===== src/rtl/fc_pkg.sv =====
// Shared definitions for the fc_vector_writer slice: default widths, Q2.14 rails,
// controller states and the accumulator-to-Q2.14 saturation (ReLU variant under FC_WRITER_RELU_EN).
package fc_pkg;

    localparam int FC_ADDR_W     = 12;
    localparam int FC_DATA_W     = 16;
    localparam int FC_ACC_W      = 32;
    localparam int FC_FRAC_SHIFT = 14;
    localparam int FC_FIFO_DEPTH = 4;

    localparam logic [FC_DATA_W-1:0] Q2_14_MAX = 16'h7FFF;
    localparam logic [FC_DATA_W-1:0] Q2_14_MIN = 16'h8000;

    // Q2.14 rails sign-extended to accumulator width, for comparing after the shift
    localparam logic signed [FC_ACC_W-1:0] ACC_Q_MAX = 32767;
    localparam logic signed [FC_ACC_W-1:0] ACC_Q_MIN = -32768;

    localparam logic [7:0] SAT_COUNT_MAX = 8'hFF;

    typedef enum logic [1:0] {
        ST_IDLE,
        ST_RUN,
        ST_DONE
    } state_t;

    typedef struct packed {
        logic [FC_DATA_W-1:0] data;
        logic                 clamped;
    } sat_t;

    function automatic sat_t saturate(input logic signed [FC_ACC_W-1:0] acc, input int shift);
        logic signed [FC_ACC_W-1:0] s;
        sat_t r;
        s = acc;
`ifdef FC_WRITER_RELU_EN
        if (s < 0) s = '0;
`endif
        s = s >>> shift;
        r.data    = s[FC_DATA_W-1:0];
        r.clamped = 1'b0;
        if (s > ACC_Q_MAX) begin
            r.data    = Q2_14_MAX;
            r.clamped = 1'b1;
        end else if (s < ACC_Q_MIN) begin
            r.data    = Q2_14_MIN;
            r.clamped = 1'b1;
        end
        return r;
    endfunction

endpackage


===== src/rtl/fc_wr_fifo.sv =====
// Small synchronous FIFO between the producer stream and the SRAM write port.
// Combinational read of the head entry; full/empty derived from wrap-bit pointers.
module fc_wr_fifo #(
    parameter int DATA_W = 16,
    parameter int DEPTH  = 4
) (
    input  logic              clk,
    input  logic              reset,
    input  logic              push,
    input  logic [DATA_W-1:0] push_data,
    input  logic              pop,
    output logic [DATA_W-1:0] pop_data,
    output logic              full,
    output logic              empty
);

    localparam int PTR_W = $clog2(DEPTH);

    logic [DATA_W-1:0] mem [DEPTH];
    logic [PTR_W:0]    wr_ptr;
    logic [PTR_W:0]    rd_ptr;
    logic              do_push;
    logic              do_pop;

    assign do_push  = push && !full;
    assign do_pop   = pop && !empty;
    assign empty    = (wr_ptr == rd_ptr);
    assign full     = (wr_ptr[PTR_W] != rd_ptr[PTR_W]) &&
                      (wr_ptr[PTR_W-1:0] == rd_ptr[PTR_W-1:0]);
    assign pop_data = mem[rd_ptr[PTR_W-1:0]];

    // NOTE: sequential state uses non-blocking assignments so every flop samples pre-edge values.
    always_ff @(posedge clk) begin
        if (reset) begin
            wr_ptr <= '0;
            rd_ptr <= '0;
        end else begin
            if (do_push) wr_ptr <= wr_ptr + 1'b1;
            if (do_pop)  rd_ptr <= rd_ptr + 1'b1;
        end
    end

    // NOTE: storage is not reset; the pointers alone define which entries are valid.
    always_ff @(posedge clk) begin
        if (do_push) mem[wr_ptr[PTR_W-1:0]] <= push_data;
    end

endmodule


===== src/rtl/fc_vector_writer.sv =====
// Streams signed accumulators into the activation SRAM as saturated Q2.14 words.
// Define FC_WRITER_RELU_EN to clamp negative inputs to zero before rescaling.
module fc_vector_writer
    import fc_pkg::*;
#(
    parameter int ADDR_W     = FC_ADDR_W,
    parameter int DATA_W     = FC_DATA_W,
    parameter int ACC_W      = FC_ACC_W,
    parameter int FRAC_SHIFT = FC_FRAC_SHIFT,
    parameter int FIFO_DEPTH = FC_FIFO_DEPTH
) (
    input  logic              clk,
    input  logic              reset,
    input  logic              start,
    input  logic [ADDR_W-1:0] dest_start_address,
    input  logic [ADDR_W-1:0] length,
    input  logic              in_valid,
    input  logic [ACC_W-1:0]  in_data,
    output logic              in_ready,
    output logic [ADDR_W-1:0] sram_address,
    output logic [DATA_W-1:0] sram_wdata,
    output logic              sram_we,
    output logic              busy,
    output logic              done,
    output logic [7:0]        sat_count
);

    state_t            state;
    state_t            state_next;
    logic [ADDR_W-1:0] addr;
    logic [ADDR_W-1:0] len;
    logic [ADDR_W-1:0] accepted;
    logic [ADDR_W-1:0] written;

    sat_t              conv;
    logic              push;
    logic              pop;
    logic [DATA_W-1:0] fifo_data;
    logic              fifo_full;
    logic              fifo_empty;

    // in_ready depends only on registered state, never on this cycle's pop
    assign in_ready = (state == ST_RUN) && !fifo_full && (accepted < len);
    assign push     = in_valid && in_ready;
    assign pop      = (state == ST_RUN) && !fifo_empty;
    assign conv     = saturate(in_data, FRAC_SHIFT);

    fc_wr_fifo #(
        .DATA_W (DATA_W),
        .DEPTH  (FIFO_DEPTH)
    ) u_fifo (
        .clk       (clk),
        .reset     (reset),
        .push      (push),
        .push_data (conv.data),
        .pop       (pop),
        .pop_data  (fifo_data),
        .full      (fifo_full),
        .empty     (fifo_empty)
    );

    // NOTE: default assigned first so no path through this block can infer a latch.
    always_comb begin
        state_next = state;
        case (state)
            ST_IDLE: if (start) state_next = (length == '0) ? ST_DONE : ST_RUN;
            ST_RUN:  if (pop && (written + 1'b1) == len) state_next = ST_DONE;
            ST_DONE: state_next = ST_IDLE;
            default: state_next = ST_IDLE;
        endcase
    end

    always_ff @(posedge clk) begin
        if (reset) begin
            state        <= ST_IDLE;
            addr         <= '0;
            len          <= '0;
            accepted     <= '0;
            written      <= '0;
            sram_address <= '0;
            sram_wdata   <= '0;
            sram_we      <= 1'b0;
            busy         <= 1'b0;
            done         <= 1'b0;
            sat_count    <= '0;
        end else begin
            state   <= state_next;
            sram_we <= pop;
            // done and busy change together one cycle after the DONE state is entered
            done    <= (state == ST_DONE);
            if (state == ST_DONE) busy <= 1'b0;

            if (state == ST_IDLE && start) begin
                addr      <= dest_start_address;
                len       <= length;
                accepted  <= '0;
                written   <= '0;
                sat_count <= '0;
                busy      <= 1'b1;
            end

            if (push) begin
                accepted <= accepted + 1'b1;
                if (conv.clamped && sat_count != SAT_COUNT_MAX) sat_count <= sat_count + 8'd1;
            end

            if (pop) begin
                sram_wdata   <= fifo_data;
                sram_address <= addr;
                addr         <= addr + 1'b1;
                written      <= written + 1'b1;
            end
        end
    end

endmodule


===== config.mk =====
export PLATFORM = sky130hd
export DESIGN_NAME = fc_vector_writer
export DESIGN_NICKNAME = d
export VERILOG_FILES = /design/src/rtl/fc_pkg.sv /design/src/rtl/fc_wr_fifo.sv /design/src/rtl/fc_vector_writer.sv
export SDC_FILE = /design/constraint.sdc
export NUM_CORES = 1
export LEC_CHECK = 0
export ABC_AREA = 1
export ABC_CLOCK_PERIOD_IN_PS = 2800
export CORE_ASPECT_RATIO = 0.7
export CORE_MARGIN = 3
export CORE_UTILIZATION = 55
export CTS_BUF_LIST = sky130_fd_sc_hd__clkbuf_16
export CTS_CLUSTER_SIZE = 10
export DETAILED_ROUTE_END_ITERATION = 8
export DONT_BUFFER_PORTS = 1
export HOLD_SLACK_MARGIN = 0.05
export PLACE_DENSITY = 0.81
export SLEW_MARGIN = 20
export SYNTH_ARGS = -nofsm -noshare
export SYNTH_HDL_FRONTEND = slang
export SYNTH_HIERARCHICAL = 1
export SYNTH_SLANG_ARGS = --single-unit

===== constraint.sdc =====
create_clock -name clk -period 2.8 [get_ports clk]
set_clock_uncertainty 0.2 [all_clocks]
set_input_delay 0.56 -clock clk [delete_from_list [all_inputs] [get_ports clk]]
set_output_delay 0.56 -clock clk [all_outputs]
set_load 0.03 [all_outputs]

### Word level (Yosys, flattened, before mapping)

Memories as Yosys holds them, arrays and structs flattened. A register that Yosys moved wholly into a read port is not among the register bits.
Cells that the tools add are included.

* equal/unequal tests: 9
* multiplexer cells: 18
* reductions and logical operators: 18
* $add $sub $neg: 6
* magnitude comparators: 3

Operator list (number)
* $mux W12: 5
* $add A12 B1 Y12 const B: 3
* $mux W17: 2
* $mux W8: 3
* $gt A18 B16 Y1 const B: 1
* $lt A18 B16 Y1 const B: 1
* $eq A12 B12 Y1: 1
* $logic_not A12 Y1: 1
* $lt A12 B12 Y1: 1
* $logic_and A1 B1 Y1: 10
* $add A8 B1 Y8 const B: 1
* $ne A8 B8 Y1 const B: 1
* $add A3 B1 Y3 const B: 2
* $mux W2: 3
* $reduce_bool A2 Y1: 3
* $mux W1: 4
* $pmux W2 S2: 1
* $eq A3 B3 Y1: 1
* $eq A2 B1 Y1 const B: 1
* $eq A2 B2 Y1: 1
* $eq A2 B2 Y1 const B: 1
* $logic_not A1 Y1: 2
* $logic_not A2 Y1: 1
* $ne A2 B1 Y1 const B: 1
* other kinds (3): 3

* output and inout port bits: 40
* input port bits: 60
* RAM bits: 64
* flip-flop bits (word level): 79
* logic and storage cells: 67
* memories: 1

Memories
* u_fifo.mem: words 4, bits a word 16, read ports 1, clocked after Yosys merged registers in 1, write ports 1, RTL line fc_wr_fifo.sv:19 `logic [DATA_W-1:0] mem [DEPTH];`

### Depth between registers and ports, before layout

Gate-level depths: netlist of run 1.

* depth after elaboration: 9
* mapped depth: 15

### Cells and area by module

The synthesis of run 1 kept the hierarchy.

By module, submodules not included
* fc_vector_writer: times used 1, area an instance 4727.0 µm², cells an instance 680
* fc_wr_fifo: times used 1, area an instance 2869.0 µm², cells an instance 228

### Worst setup path before layout of run 1

OpenSTA, ideal clock, no wires.

* path kind: reg-to-reg
* from: register len[11]
* to: memory u_fifo.mem[0][0], enable pin
* setup time: 0.389 ns
* slack: -0.050 ns
* arrival time: 2.262 ns
* path buffers: 1
* stages on the path, launching flop included: 11
* path through: dfxtp_1 > inv_1 > ha_1 > a21oi_1 > o21ai_0 > a21oi_2 > nand4_2 > inv_2 > buf_6 > nand2_1 > nor2_1

* longest elaborated chain between the ends: 6

RTL lines
* start: declaration: RTL line fc_vector_writer.sv:31 `logic [ADDR_W-1:0] len;`
* start signal: assignment: RTL line fc_vector_writer.sv:95 `len <= length;`
* $lt A12 B12 Y1: RTL line fc_vector_writer.sv:43 `assign in_ready = (state == ST_RUN) && !fifo_full && (accepted < len);`
* $logic_and A1 B1 Y1: RTL line fc_vector_writer.sv:43
* $logic_and A1 B1 Y1: RTL line fc_vector_writer.sv:44 `assign push = in_valid && in_ready;`
* named net push: RTL line fc_vector_writer.sv:36 `logic push;`
* $logic_and A1 B1 Y1: RTL line fc_wr_fifo.sv:25 `assign do_push = push && !full;`
* $mux W1: RTL line fc_wr_fifo.sv:45 `if (do_push) mem[wr_ptr[PTR_W-1:0]] <= push_data;`
* $mux W1 (implied by the code): RTL line fc_wr_fifo.sv:45
* end: declaration: RTL line fc_wr_fifo.sv:19

The timed path passes the listed nets, and every way through them passes these cells.

### Worst setup path in the final report of run 1

* from: register len[11]
* to: output in_ready

* longest elaborated chain between the ends: 2

RTL lines
* $lt A12 B12 Y1: RTL line fc_vector_writer.sv:43
* $logic_and A1 B1 Y1: RTL line fc_vector_writer.sv:43
* end: declaration: RTL line fc_vector_writer.sv:19 `output logic in_ready,`

No other way between the ends.

==> results.yml, run 1 <==
run_status:
  status: "finished, final reports clean"
drt:
  top_layer_used: "met4"
  drt-met1-wl_um: 8290
  finalWirelength_um: 17400
  vias: 6122
  drtPass1Iterations: 5
  viasPerCell: 5.54
  drtAntennaViolNets: 0
  wl_met2_um: 7670
  route.detailed.drc: 0
  drtIter0Drc: 480
  routedWlPerCell_um: 15.8
  wl_met3_um: 1260
timing:
  post-route-period-util: 0.963
  finalMaxSlewViolations: 0
  fin_crit_ps: 2700
  setup_violations: 0
  hold_viol_final: 0
  rsz0062_at_grt: "false"
  tightest_slew_ps: 557
  fmax_ghz: 0.371
  fin_tns_setup_ps: 0
  max_slew_margin: 0.628
clocking:
  clockRootBuffer: "clkbuf_16"
  htreeDepth: 4
  cts_buffer_depth: 2
  cts_tree: "yes"
  cts_setup_buffers: 0
  numCtsBuffers: 17
  clock_latency_ps: 410
  path_clk_slew_ps: 60
  cts.sinks: 161
power_and_ir_drop:
  p_per_area_mw_per_mm2: 639
  p_leak_nw: 3.29
  ir_worst_vdd_v: 0.000490
synth:
  netlist_top_cells_count: "nand2_1, nor2_1, dfxtp_1, edfxtp_1, o21ai_0"
  synth_area_leaders: "dfxtp_1, edfxtp_1, nand2_1, nor2_1, o21ai_0"
  syn-num-nets: 989
  synth_most_common_cell: "nand2_1"
  ys.flop_type: "dfxtp_1"
  synth-edff-count: 64
  async_reset_ff_frac: 0
  syn_area_mm2: 0.00760
  synth_cell_types: 48
  synth_seq_cells: 161
  syn_avg_cell_area_um2: 8.37
  yosysWarnings: 6
  yosysSeqAreaShare: 0.509
  synth_top_area_share: 0.256
  yosys.area.top_type: "dfxtp_1"
  netlist_instances: 908
die:
  die_w_um: 146
  floorplan.initialDensity: 0.571
  die_h_um: 104
  core_area_mm2: 0.0133
  io_pins: 100
  row_count: 35
  dieArea_mm2: 0.0153
hold_path:
  hp-class: "in2reg"
placed_design:
  dp.cells: 1071
  place_congestion: 0.829
  io_buffers: 0
  hpwlAfterDp_um: 11700
grt:
  grt-ovfl-total: 0
  antenna_found_initial: 0
  grt_pass1_wl_um: 28500
  grt_max_degree: 53
  grt_pass1_vias: 5698
  grtUsageTotal: 0.229
worst_setup_path:
  worstSetupStartpointType: "flip-flop"
  critPathRequiredTime_ps: 2040
  critPathArrivalTime_ps: 1940
  crit_type: "reg2out"
  worstPathMaxFanout: 2
  endpoint_kind: "primary output"
layout:
  syn2layout_area_growth_pct: 10.6
  antennaDiodeCount: 0
  nNetsFinal: 989
  drive_gt1_frac: 0.100
  fin_cells: 1105
run:
  cap_violations: 0
[worst max-delay path, cell delays in order, from the launching register on]
cell and delay (ps):
dfxtp_1 400, inv_1 100, ha_1 310, a21oi_1 150
o21ai_0 110, a21oi_2 150, and3_2 310
[stage by stage]
step / area, µm² / total power [W] / util / worst slack, ps / hold WS [ps]
floorplan: 7600 / 0.00305 / - / -50.2 / 244
global placement: 7790 / 0.00316 / 0.585 / 266 / 247
detailed placement: 7790 / 0.00317 / 0.585 / 183 / 259
CTS: 8400 / 0.00539 / 0.631 / 45.7 / 52.7
global route: 8400 / 0.00557 / 0.631 / 23.9 / 51.2
finish: 8400 / 0.00537 / 0.631 / 102 / 69.3
[cell type report]
type / instances / area, µm²
well taps: 185 / 231
fillers: 1105 / 4910
inverters: 72 / 270
clock buffers: 17 / 425
repair buffers: 22 / 183
flip-flops and latches: 161 / 3860
multi-input cells: 634 / 3290
clock inverters: 14 / 141
[path summary, 6_finish.rpt]
path	startpoint	end	slack (ps)	cells past startpoint
hold / removal	reset	written[5]	70	1
hold reg to reg	written[11]	written[11]	270	2
setup reg to reg	len[11]	u_fifo/mem[3][4]	290	12
setup / recovery	len[11]	in_ready	100	6
[flip-flops by register name (all words and copies together) (netlist names), 2 cells and up, named ones only]
register / cells
u_fifo/rd_ptr: 3
accepted: 12
len: 12
written: 12
u_fifo/wr_ptr: 3
state: 2
sram_wdata: 16
sram_address: 12
addr: 12
u_fifo/mem: 64
sat_count: 8
[power breakdown]
part	switching [W]	internal (W)
clock network	0.000919	0.00130
logic	0.000331	0.000149
registers	0.000125	0.00254
total	0.00138	0.00399
[cells by family (layout without fill, tap and decap cells)]
kind of cell,after synthesis,in the layout,share of synthesized area
buffers and inverters,113,125,0.0603
adders and majority gates,21,21,0.0346
AOI/OAI and AO/OA,187,187,0.136
and+or+nand+nor,406,406,0.236
DFF,161,161,0.509
xor gates and xnor gates,20,20,0.0250
[layout by cell type, fill, tap and decap left out, drive strengths merged, types with 2 or more instances in the layout]
cell type / Yosys / final
and3: 2 / 2
clkbuf: 20 / 17
nand2: 179 / 179
dlygate4sd3: 0 / 2
bufinv: 0 / 2
nor4: 4 / 4
nor3: 9 / 9
dfxtp: 97 / 97
xor2: 12 / 12
nand4: 10 / 10
o22ai: 18 / 18
inv: 72 / 73
a221oi: 2 / 2
a211oi: 2 / 2
o21bai: 3 / 3
edfxtp: 64 / 64
buf: 21 / 20
ha: 21 / 21
xnor2: 7 / 7
nor2: 132 / 132
nand3b: 4 / 4
o21ai: 91 / 91
clkinvlp: 0 / 3
nand3: 62 / 62
or2: 3 / 3
a31oi: 2 / 2
a21oi: 61 / 61
o211a: 2 / 2
clkinv: 0 / 8
[timing repair]
action | 4_1_cts | 5_1_grt
hold endpoints to repair | 39 | 0
hold buffers | 3 | 0
endpoints found under the setup margin | 0 | 2
gates resized for setup | 0 | 2
[layer usage]
metal	track usage	vias to the layer above
li1	-	3066
met1	0.330	2845
met2	0.348	191
met3	0.0544	20
met4	0.0624	0
met5	0	-
Power figures use the tool's default switching activity.
==> run 2: changes to the inputs <==
--- a/config.mk
+++ b/config.mk
@@ -9,13 +9,13 @@
 export ABC_CLOCK_PERIOD_IN_PS = 2800
 export CORE_ASPECT_RATIO = 0.7
 export CORE_MARGIN = 3
-export CORE_UTILIZATION = 55
+export CORE_UTILIZATION = 57
 export CTS_BUF_LIST = sky130_fd_sc_hd__clkbuf_16
 export CTS_CLUSTER_SIZE = 10
 export DETAILED_ROUTE_END_ITERATION = 8
 export DONT_BUFFER_PORTS = 1
 export HOLD_SLACK_MARGIN = 0.05
-export PLACE_DENSITY = 0.81
+export PLACE_DENSITY = 0.83
 export SLEW_MARGIN = 20
 export SYNTH_ARGS = -nofsm -noshare
 export SYNTH_HDL_FRONTEND = slang
==> run 2 against run 1 <==
Compared with the run above: hold slack improved by 5.1 ps; critical path depth decreased by 1; combinational power about the same; utilization is 2.7 points higher; via count increased by 0.20%; sequential power hardly changed; power grew 0.33%; register-to-register slack about the same; fmax increased by 3.2%; flip-flop and latch count unchanged.
==> results.yml, run 2 (synthesized netlist as in run 1, its figures left out) <==
drt:
  drtAntennaViolNets: 0
  routedWlPerCell_um: 16.3
  drtIter0Drc: 633
  route.detailed.drc: 0
  drtPass1Iterations: 5
  finalWirelength_um: 17600
  vias: 6134
  viasPerCell: 5.68
clocking:
  numCtsBuffers: 17
  clockRootBuffer: "clkbuf_16"
  cts_buffer_depth: 2
  cts.sinks: 161
  htreeDepth: 4
  cts_tree: "yes"
  clock_latency_ps: 420
  path_clk_slew_ps: 60
worst_setup_path:
  critPathTopFamily: "flip-flops"
  r2r-start: "accepted[7]"
  worstSetupStartpointType: "flip-flop"
  crit_type: "reg2out"
  cp_cell_sequence: "ha_1 > a21oi_1 > o21ai_1 > a21oi_2 > and3_4"
  max_stage_delay_ps: 470
  startpoint: "accepted[7]"
  crit_buf_inv: 0
  rr_worst_depth: 12
  r2r-end: "u_fifo/mem[3][13]"
  critPathRequiredTime_ps: 2040
  worst_path_max_delay_cell: "dfxtp_1"
  cp-endpoint: "in_ready"
  worstPathMaxFanout: 6
  critical_path_cell_count: 5
  critPathArrivalTime_ps: 1850
  rrSetupSlack_ps: 300
  endpoint_kind: "primary output"
timing:
  fin_crit_ps: 2610
  finalMaxSlewViolations: 0
  post-route-period-util: 0.933
  fin_tns_setup_ps: 0
  layout_setup_ws_ps: 187
  fmax_ghz: 0.383
  tightest_slew_ps: 672
  rsz0062_at_grt: "false"
  setup_violations: 0
  max_slew_margin: 0.551
  hold_viol_final: 0
grt:
  grt_max_degree: 37
  antenna_found_initial: 0
  grtUsageTotal: 0.241
  grt_pass1_vias: 5564
  grt_pass1_wl_um: 27900
  grt-ovfl-total: 0
die:
  row_count: 34
  io_pins: 100
  core_area_mm2: 0.0127
  dieArea_mm2: 0.0148
  floorplan.initialDensity: 0.597
  die_h_um: 103
  die_w_um: 144
hold_path:
  hp-class: "in2reg"
  hold_depth: 1
run_status:
  status: "finished, final reports clean"
placed_design:
  hpwlAfterDp_um: 11500
  placedInstanceArea_mm2: 0.00776
  dp_slack_ps: 392
  place_congestion: 0.886
  dp.cells: 1045
  io_buffers: 0
power_and_ir_drop:
  p_per_area_mw_per_mm2: 643
  p_total_w: 0.00538
  ir_worst_vdd_v: 0.000451
  p_leak_nw: 3.30
layout:
  drive_gt1_frac: 0.0980
  syn2layout_area_growth_pct: 10.3
  fin_cells: 1080
  layout_commonest_cell: "nand2_1"
  largest_reg_flops: 64
  nNetsFinal: 986
  antennaDiodeCount: 0
  final_cell_mix: "nand2_1, nor2_1, dfxtp_1"
  finalInstanceArea_mm2: 0.00838
run:
  cap_violations: 0
==> run 2: changes by cell type in the layout (fill, tap and decap cells not counted), sizes merged <==
cell	previous run	this run
inv	73	78
dlygate4sd3	2	1
buf	20	18
clkinv	8	4
==> run 2: what timing repair did <==
| action | in CTS | in global routing |
|---|---|---|
| setup buffers | 0 | 1 |
| gates resized for setup | 0 | 3 |
| endpoints found under the setup margin | 0 | 1 |
| endpoints found under the hold margin | 40 | 0 |
| hold buffers | 2 | 0 |
==> run 2: worst min path at each step <==
stage | start | end | slack (ps)
6_report | reset | written[5] | 70
5_1_grt | reset | written[5] | 60
4_1_cts | reset | written[5] | 60
3_5_place_dp | written[11] | written[11] | 250
3_3_place_gp | written[11] | written[11] | 250
2_1_floorplan | written[11] | written[11] | 240
==> run 2: routing by layer <==
| metal | up-vias | wire [µm] | track usage |
|---|---|---|---|
| li1 | 3065 | - | - |
| met1 | 2795 | 8030 | 0.347 |
| met2 | 255 | 7940 | 0.371 |
| met3 | 19 | 1500 | 0.0496 |
| met4 | 0 | 162 | 0.0702 |
| met5 | - | 0 | 0 |
==> run 2: area by class of cell <==
| class | count | area (µm²) |
|---|---|---|
| Clock inverter | 15 | 144 |
| Inverter | 72 | 270 |
| Fill cell | 1014 | 4340 |
| Tap cell | 162 | 203 |
| Timing Repair Buffer | 19 | 183 |
| Multi-Input combinational cell | 634 | 3290 |
| Clock buffer | 17 | 425 |
| Sequential cell | 161 | 3860 |
==> run 2: where the power goes <==
group | switching, W | total (W) | internal (W) | leakage, nW
logic | 0.000331 | 0.000484 | 0.000153 | 1.65
clock network | 0.000928 | 0.00223 | 0.00130 | 0.281
registers | 0.000128 | 0.00267 | 0.00254 | 1.36
total | 0.00139 | 0.00538 | 0.00400 | 3.30
==> run 2: metrics by stage <==
stage	hold WS [ps]	util
4_1_cts	58.9	0.657
2_1_floorplan	244	-
5_1_grt	61.1	0.658
6_report	74.4	0.658
3_3_place_gp	249	0.610
3_5_place_dp	252	0.610
==> run 3: changes to the inputs <==
--- a/config.mk
+++ b/config.mk
@@ -21,3 +21,4 @@
 export SYNTH_HDL_FRONTEND = slang
 export SYNTH_HIERARCHICAL = 1
 export SYNTH_SLANG_ARGS = --single-unit
+export TNS_END_PERCENT = 30
==> results of run 3 <==
Same layout as run 2: the final DEF is identical, and so are final timing and power.
